$ cat config.mk
export PLATFORM = sky130hd
export DESIGN_NAME = alu_muldiv_seq
export DESIGN_NICKNAME = d
export VERILOG_FILES = /design/src/rtl/alu_muldiv_seq.sv
export SDC_FILE = /design/constraint.sdc
export NUM_CORES = 1
export LEC_CHECK = 0
export CAP_MARGIN = 40
export CORE_AREA = 2 2 134 136
export CTS_BUF_LIST = sky130_fd_sc_hd__clkbuf_8
export DETAILED_ROUTE_END_ITERATION = 10
export DIE_AREA = 0 0 136 138
export GPL_TIMING_DRIVEN = 1
export PLACE_DENSITY_LB_ADDON = 0.12
export SLEW_MARGIN = 40
export SYNTH_ARGS = -nofsm -noshare
export SYNTH_HDL_FRONTEND = slang
export SYNTH_SLANG_ARGS = --single-unit
export TNS_END_PERCENT = 5
$ cat constraint.sdc
create_clock -name i_clk -period 4.9 [get_ports i_clk]
set_clock_uncertainty 0.2 [all_clocks]
set_input_delay 0.735 -clock i_clk [delete_from_list [all_inputs] [get_ports i_clk]]
set_output_delay 0.735 -clock i_clk [all_outputs]
set_load 0.01 [all_outputs]
$ cat src/rtl/alu_muldiv_seq.sv
// alu_muldiv_seq
//   Multi-cycle sequencer for unsigned WIDTH-bit MUL (low word) and DIVU/REMU.
//   It does not own an adder: every arithmetic step is issued to the shared
//   datapath ALU through o_alu_a/o_alu_b/o_alu_sel, and the result comes back
//   on i_alu_res/i_alu_zero in the same cycle.
//     sel 000 = add, 001 = sub, 100 = unsigned set-less-than.
//   MUL : shift-add, one ALU add per multiplier bit.
//   DIVU: restoring divide, one compare per bit plus a subtract when the
//         partial remainder is >= divisor.
// Ports
//   i_clk, i_rst        clock / synchronous active-high reset
//   i_start, i_op       launch request (IDLE only), 0 = MUL, 1 = DIVU
//   i_opa, i_opb        multiplicand/dividend, multiplier/divisor
//   o_alu_a/b/sel       ALU operand and function drive (zero when not busy)
//   i_alu_res/zero      ALU result and zero flag
//   o_busy              high while iterating
//   o_done              one-cycle completion pulse
//   o_res_lo/hi         product low word & 0, or quotient & remainder
module alu_muldiv_seq #(
  parameter int WIDTH      = 32,
  parameter int EARLY_TERM = 1
) (
  input  logic             i_clk,
  input  logic             i_rst,
  input  logic             i_start,
  input  logic             i_op,
  input  logic [WIDTH-1:0] i_opa,
  input  logic [WIDTH-1:0] i_opb,
  output logic [WIDTH-1:0] o_alu_a,
  output logic [WIDTH-1:0] o_alu_b,
  output logic [2:0]       o_alu_sel,
  input  logic [WIDTH-1:0] i_alu_res,
  input  logic             i_alu_zero,
  output logic             o_busy,
  output logic             o_done,
  output logic [WIDTH-1:0] o_res_lo,
  output logic [WIDTH-1:0] o_res_hi
);

  localparam int              CW       = $clog2(WIDTH);
  localparam logic [CW-1:0]   CNT_LAST = CW'(WIDTH - 1);
  localparam logic [2:0]      SEL_ADD  = 3'b000;
  localparam logic [2:0]      SEL_SUB  = 3'b001;
  localparam logic [2:0]      SEL_SLTU = 3'b100;

  typedef enum logic [2:0] {
    S_IDLE,
    S_MUL,
    S_DIV_CMP,
    S_DIV_SUB,
    S_DONE
  } state_t;

  state_t r_state, w_state_nxt;

  // Operand registers are shared between the two operations:
  //   r_x   : multiplicand (MUL) / quotient-dividend shift register (DIVU)
  //   r_y   : multiplier   (MUL) / divisor (DIVU)
  //   r_acc : product accumulator (MUL) / partial remainder (DIVU)
  logic [WIDTH-1:0] r_x, r_y, r_acc;
  logic [CW-1:0]    r_cnt;
  logic [WIDTH-1:0] r_res_lo, r_res_hi;

  logic [WIDTH-1:0] w_rem_sh;
  logic [WIDTH-1:0] w_mplr_sh;
  logic [WIDTH-1:0] w_acc_mul;
  logic [WIDTH-1:0] w_quo_sh;
  logic             w_cnt_last;
  logic             w_mul_fin;
  logic             w_ge;
  logic             w_opb_zero;

  assign w_rem_sh   = {r_acc[WIDTH-2:0], r_x[WIDTH-1]};
  assign w_quo_sh   = {r_x[WIDTH-2:0], 1'b0};
  assign w_mplr_sh  = r_y >> 1;
  assign w_acc_mul  = r_y[0] ? i_alu_res : r_acc;
  assign w_cnt_last = (r_cnt == CNT_LAST);
  assign w_opb_zero = (i_opb == '0);
  // Early exit once no set multiplier bits remain above the current one.
  assign w_mul_fin  = w_cnt_last || ((EARLY_TERM != 0) && (w_mplr_sh == '0));
  // The bit shifted out of the remainder makes the true value >= 2^WIDTH,
  // which always exceeds the divisor; otherwise trust the SLTU result.
  assign w_ge       = r_acc[WIDTH-1] | i_alu_zero;

  // State register
  always_ff @(posedge i_clk) begin
    if (i_rst) r_state <= S_IDLE;
    else       r_state <= w_state_nxt;
  end

  // Next state and ALU drive
  always_comb begin
    w_state_nxt = r_state;
    o_alu_a     = '0;
    o_alu_b     = '0;
    o_alu_sel   = SEL_ADD;
    case (r_state)
      S_IDLE: begin
        if (i_start) begin
          if (!i_op)
            w_state_nxt = ((EARLY_TERM != 0) && w_opb_zero) ? S_DONE : S_MUL;
          else
            w_state_nxt = w_opb_zero ? S_DONE : S_DIV_CMP;
        end
      end
      S_MUL: begin
        o_alu_a   = r_acc;
        o_alu_b   = r_x;
        o_alu_sel = SEL_ADD;
        if (w_mul_fin) w_state_nxt = S_DONE;
      end
      S_DIV_CMP: begin
        o_alu_a   = w_rem_sh;
        o_alu_b   = r_y;
        o_alu_sel = SEL_SLTU;
        if (w_ge)            w_state_nxt = S_DIV_SUB;
        else if (w_cnt_last) w_state_nxt = S_DONE;
        else                 w_state_nxt = S_DIV_CMP;
      end
      S_DIV_SUB: begin
        o_alu_a     = r_acc;
        o_alu_b     = r_y;
        o_alu_sel   = SEL_SUB;
        w_state_nxt = w_cnt_last ? S_DONE : S_DIV_CMP;
      end
      S_DONE:  w_state_nxt = S_IDLE;
      default: w_state_nxt = S_IDLE;
    endcase
  end

  // Datapath. Results are loaded only on the transition into DONE, using the
  // same next-values the iteration registers receive on that edge.
  always_ff @(posedge i_clk) begin
    if (i_rst) begin
      r_x      <= '0;
      r_y      <= '0;
      r_acc    <= '0;
      r_cnt    <= '0;
      r_res_lo <= '0;
      r_res_hi <= '0;
    end else begin
      case (r_state)
        S_IDLE: begin
          if (i_start) begin
            r_x   <= i_opa;
            r_y   <= i_opb;
            r_acc <= '0;
            r_cnt <= '0;
            if (i_op && w_opb_zero) begin
              r_res_lo <= '1;
              r_res_hi <= i_opa;
            end else if (!i_op && (EARLY_TERM != 0) && w_opb_zero) begin
              r_res_lo <= '0;
              r_res_hi <= '0;
            end
          end
        end
        S_MUL: begin
          r_acc <= w_acc_mul;
          r_x   <= r_x << 1;
          r_y   <= w_mplr_sh;
          r_cnt <= r_cnt + 1'b1;
          if (w_mul_fin) begin
            r_res_lo <= w_acc_mul;
            r_res_hi <= '0;
          end
        end
        S_DIV_CMP: begin
          r_acc <= w_rem_sh;
          r_x   <= w_quo_sh;
          if (!w_ge) begin
            r_cnt <= r_cnt + 1'b1;
            if (w_cnt_last) begin
              r_res_lo <= w_quo_sh;
              r_res_hi <= w_rem_sh;
            end
          end
        end
        S_DIV_SUB: begin
          r_acc  <= i_alu_res;
          r_x[0] <= 1'b1;
          r_cnt  <= r_cnt + 1'b1;
          if (w_cnt_last) begin
            r_res_lo <= {r_x[WIDTH-1:1], 1'b1};
            r_res_hi <= i_alu_res;
          end
        end
        default: ;
      endcase
    end
  end

  assign o_busy   = (r_state == S_MUL) || (r_state == S_DIV_CMP) || (r_state == S_DIV_SUB);
  assign o_done   = (r_state == S_DONE);
  assign o_res_lo = r_res_lo;
  assign o_res_hi = r_res_hi;

endmodule

=== After elaboration in Yosys (flattened, before gate mapping) ===
Cells that the tools add are included.

* Register bits after elaboration: 168
* Bits of input ports: 101
* Output and inout port bits: 133
* Word-level logic and storage cells: 82

* Add/subtract/negate cells: 1
* Equality and inequality tests: 11
* Multiplexer cells: 37
* Bitwise logic cells: 1
* Reductions and logical operators: 24

{| class="wikitable"
|+ Operator list
! cell !! number
|-
| 32-bit two-way mux || 17
|-
| 32-bit one-hot mux with 4 select lines || 3
|-
| 32-bit one-hot mux with 2 select lines || 3
|-
| 32-bit logical NOT || 2
|-
| 31-bit one-hot mux with 2 select lines || 1
|-
| 3-bit two-way mux || 7
|-
| 5-bit one-hot mux with 3 select lines || 1
|-
| 3-bit one-hot mux with 4 select lines || 1
|-
| 5-bit two-way mux || 2
|-
| 2-bit != test (second input constant) || 5
|-
| 2-bit AND reduction || 5
|-
| 7-bit AND reduction || 1
|-
| 3-bit by 2-bit equality test with 1-bit output (second input constant) || 2
|-
| 3-bit one-hot mux with 2 select lines || 1
|-
| 3-bit nonzero test || 2
|-
| 2-bit OR reduction || 3
|-
| 5-bit by 1-bit adder with 5-bit output (second input constant) || 1
|-
| 5-bit equality test (second input constant) || 1
|-
| 2-bit nonzero test || 2
|-
| 4-bit nonzero test || 1
|-
| 3-bit by 1-bit equality test with 1-bit output (second input constant) || 1
|-
| 3-bit equality test (second input constant) || 1
|-
| 3-bit logical NOT || 1
|-
| 1-bit logical OR || 3
|-
| other kinds (6) || 7
|}

=== Depth between registers and ports, before layout ===
* Depth in word-level cells: 6
* Mapped depth: 9
* Mapped depth without buffers: 7

=== Worst setup path after synthesis ===
No wires, ideal clock.

* Path kind: register to output
* Start: register r_state[0]
* End: output port o_alu_b[12]
* Arrival time: 1551 ps
* Data required time: 3965 ps
* Path slack: 2414 ps
* Stages on the path, launching flop included: 8
* Buffers on the path: 4
* Path through: dfxtp_1 -> buf_2 -> nor2b_1 -> clkbuf_1 -> and2b_1 -> buf_2 -> clkbuf_1 -> a22o_1

* Longest elaborated chain between the ends: 3
* Elaborated cells between the ends (all ways): 5
* Classes of those cells: eq/ne: 3; mux: 1; reduce/logical: 1

{| class="wikitable"
|+ RTL lines
! item !! line !! source
|-
| start, declared || 54 || <nowiki>state_t r_state, w_state_nxt;</nowiki>
|-
| start signal, assigned || 88 || <nowiki>else r_state <= w_state_nxt;</nowiki>
|-
| 3-bit by 2-bit equality test with 1-bit output || 97 || <nowiki>case (r_state)</nowiki>
|-
| 2-bit OR reduction (no line) || n/a ||
|-
| 32-bit one-hot mux with 2 select lines (*) || 97 ||
|-
| end, declared || 30 || <nowiki>output logic [WIDTH-1:0] o_alu_b,</nowiki>
|}

Mark *: on every way between the ends. The rest lies on a longest branch, timed or not.

=== Final worst setup path ===
* Start: register r_state[1]
* End: output port o_alu_a[13]

* Longest elaborated chain between the ends: 3
* Elaborated cells between the ends (all ways): 5
* Classes of those cells: eq/ne: 3; mux: 1; reduce/logical: 1

{| class="wikitable"
|+ RTL lines
! item !! line !! source
|-
| 3-bit by 1-bit equality test with 1-bit output or 3-bit by 2-bit equality test with 1-bit output (tied branches) || 97 ||
|-
| 2-bit OR reduction (no line) || n/a ||
|-
| 32-bit one-hot mux with 2 select lines (*) || 97 ||
|-
| end, declared || 29 || <nowiki>output logic [WIDTH-1:0] o_alu_a,</nowiki>
|}

Marks and branches as above.

==> impl_metrics.yaml <==
global_route:
  grt_pass1_wl_mm: 49.4
  overflow: 0
  antenna_found_initial: 0
  grt_usage_pct: 32.8
  grt_pass1_vias: 8785
  grt_max_degree: 116
setup_path:
  slowest_stage: "dfxtp_1"
  path_max_fanout: 44
  worstRegToRegCells: 7
  reg2reg_slack_ns: 1.83
  required_ns: 3.96
  path_class: "reg -> out"
  r2r-start: "r_state[0]"
  worst_setup_path_start_kind: "flip-flop"
  critical_path_arrival_ns: 3.01
  path_delay_family: "buffers and inverters"
  critPathMaxStageDelay_ns: 0.59
  crit_chain: "nand2b_2, nor2_4, buf_4, a22o_1, clkdlybuf4s50_1"
  cp-end-kind: "output pin"
  r2r-end: "o_res_lo[21]"
  path_buf_inv: 2
floorplan:
  core_sq_um: 17500
  initial_core_util_pct: 54.2
  ios: 234
  rows: 49
  die_area_sq_um: 18800
  die_y_um: 138
  dieWidth_um: 136
finish:
  design_area_sq_um: 12300
  layout-drive-gt1-share_pct: 10.3
  n_antenna_cell: 0
  nFillCells: 1408
  instances_no_fill: 1535
  final_nets: 1396
  multiInputGateArea_sq_um: 5650
  seq_area_sq_um: 3370
  area_growth_pct: 28.9
place:
  routabilityCongestion: 0.962
  port-buffer-count: 232
  place_area_sq_um: 11800
  detailed_place_hpwl_mm: 21.1
  dpl.cell_count: 1503
clock_tree:
  cts_setup_buffers: 0
  ctsHoldBuffers: 0
  clkSinkCount: 168
  ctsResizeCount: 0
  cts_buffers: 17
  clk_latency_ns: 0.47
  path_clk_slew_ns: 0.10
  cts_tree: "built"
  h-tree-depth: 4
  clock_path_buffers: 2
  clockRootBuffer: "clkbuf_8"
synthesis:
  synth.area.top_cells: "dfxtp_1 35%, mux2i_1 10%, a211oi_2 8.3%"
  synth_area_sq_um: 9500
  synth_edf_count: 0
  yosysMostFrequentCell: "nor2_1"
  yosysTopAreaCell: "dfxtp_1"
  synth_warnings: 0
  synthesis.nets: 1250
  yosysSeqAreaShare_pct: 35.4
  synth.distinct_cells: 41
  yosys_register_bits: 168
  ys_top_cells_by_count: "204 x nor2_1, 168 x dfxtp_1, 99 x nand2_1"
  synthCells: 1147
  postSynthAreaPerCell_sq_um: 8.29
  async_reset_ff_share_pct: 0
  synth-main-ff-cell: "dfxtp_1"
  yosysTopAreaCellShare_pct: 35.4
route:
  first_pass_iters: 6
  routed_wl_mm: 31.9
  vias_per_cell: 6.41
  vias: 9846
  wl_per_cell_um: 20.8
  antenna_left: 0
  drt-initial-drc-count: 1028
  drc: 0
sta:
  worst_slew_pin_slew_ns: 0.845
  whs_ns: 0.267
  finalSetupTns_ns: 0
  hold_viol: 0
  period_share_pct: 80.5
  rsz0062_at_grt: "no"
  fmax_mhz: 254
  fin_crit_ns: 3.94
  drv_slew: 0
  setup_viol: 0
  slew_headroom_pct: 43.7
pwr:
  power_frac_comb_pct: 56.5
  switchingPower_mw: 3.95
  p_leak_nw: 4.04
  p_int_mw: 4.23
  vdd_drop_max_v: 0.000501
  seqPwrFrac_pct: 31.0
  powerDensity_nw_per_um2: 667
  power_frac_clock_pct: 12.5
  swShare_pct: 48.3
worst_hold_path:
  hold_end: "r_cnt[4]"
  min_path_cells: 2
  hp-class: "reg -> reg"
  min_from: "r_cnt[4]"
outcome:
  outcome: "completed"
flow_run:
  maxCapViolCount: 0
-- registers in the layout, summed over array words and instances (netlist names) --
register and count:
o_res_hi 32, o_res_lo 32, r_acc 32, r_x 32, r_y 32, r_cnt 5, r_state 3
-- tightest hold or removal path, stage by stage (launching register included) --
cell,delay (ns)
dfxtp_1,0.33
nand2_1,0.05
a21oi_1,0.05
-- metal layers --
layer | vias up | track usage [%] | wire length, um
li1 | 4567 | - | -
met1 | 4694 | 50.5 | 14600
met2 | 553 | 46.8 | 13600
met3 | 32 | 7.96 | 3340
met4 | 0 | 5.43 | 317
met5 | - | 0 | 0
-- through the flow --
step / utilization (%) / setup slack, ns / total power [mW]
2_1_floorplan: - / 2.41 / 5.49
3_3_place_gp: 67.2 / 1.36 / 6.98
3_5_place_dp: 67.5 / 1.34 / 7.08
4_1_cts: 69.9 / 0.963 / 8.11
5_1_grt: 69.9 / 0.826 / 8.67
6_report: 69.9 / 0.958 / 8.17
-- area by class of cell --
class                   count  share of cell area [%]
clock buffers              17                    1.91
clock inverters            15                    1.45
inverters                   4                   0.123
multi-input cells         849                    46.1
flip-flops and latches    168                    27.5
well taps                 229                    2.34
repair buffers            253                    20.6
-- layout by cell type (no fill, tap or decap), types with 40 or more instances in the layout --
master	n
dfxtp_1	166
a31oi_1	65
nand2_1	99
a211oi_2	63
clkdlybuf4s50_1	231
a311oi_1	62
a22o_1	64
nor2_1	200
a21oi_1	40
mux2i_1	96
-- kinds of logic (layout without fill, tap and decap cells) --
group                    Yosys count  after routing  share of synthesized area, %
AO/OA/AOI/OAI                    373            373                          31.6
AND/OR/NAND/NOR                  377            377                          16.5
buffers and inverters            130            289                          6.11
multiplexers                      96             96                          10.1
flip-flops                       168            168                          35.4
adder cells (fa/ha/maj)            2              2                         0.263
other                              1              1                        0.0395
-- worst max path at each step --
stage / startpoint / endpoint / depth (start not counted)
final: r_state[1] / o_alu_a[13] / 5
after global routing: r_state[1] / o_alu_a[13] / 5
after CTS: r_state[1] / o_alu_a[13] / 5
after detailed placement: i_opb[0] / o_res_lo[31] / 7
after global placement: i_opb[24] / o_res_hi[21] / 7
after floorplan: r_state[0] / o_alu_b[12] / 7
-- power groups by stage --
stage / registers [mW] / logic, mW / clock network [mW]
2_1_floorplan: 2.39 / 3.10 / 0
3_3_place_gp: 2.52 / 4.46 / 0
3_5_place_dp: 2.52 / 4.56 / 0
4_1_cts: 2.50 / 4.58 / 1.03
5_1_grt: 2.59 / 4.98 / 1.09
6_report: 2.53 / 4.62 / 1.02
Note: power is estimated with default switching activity, not from simulation.
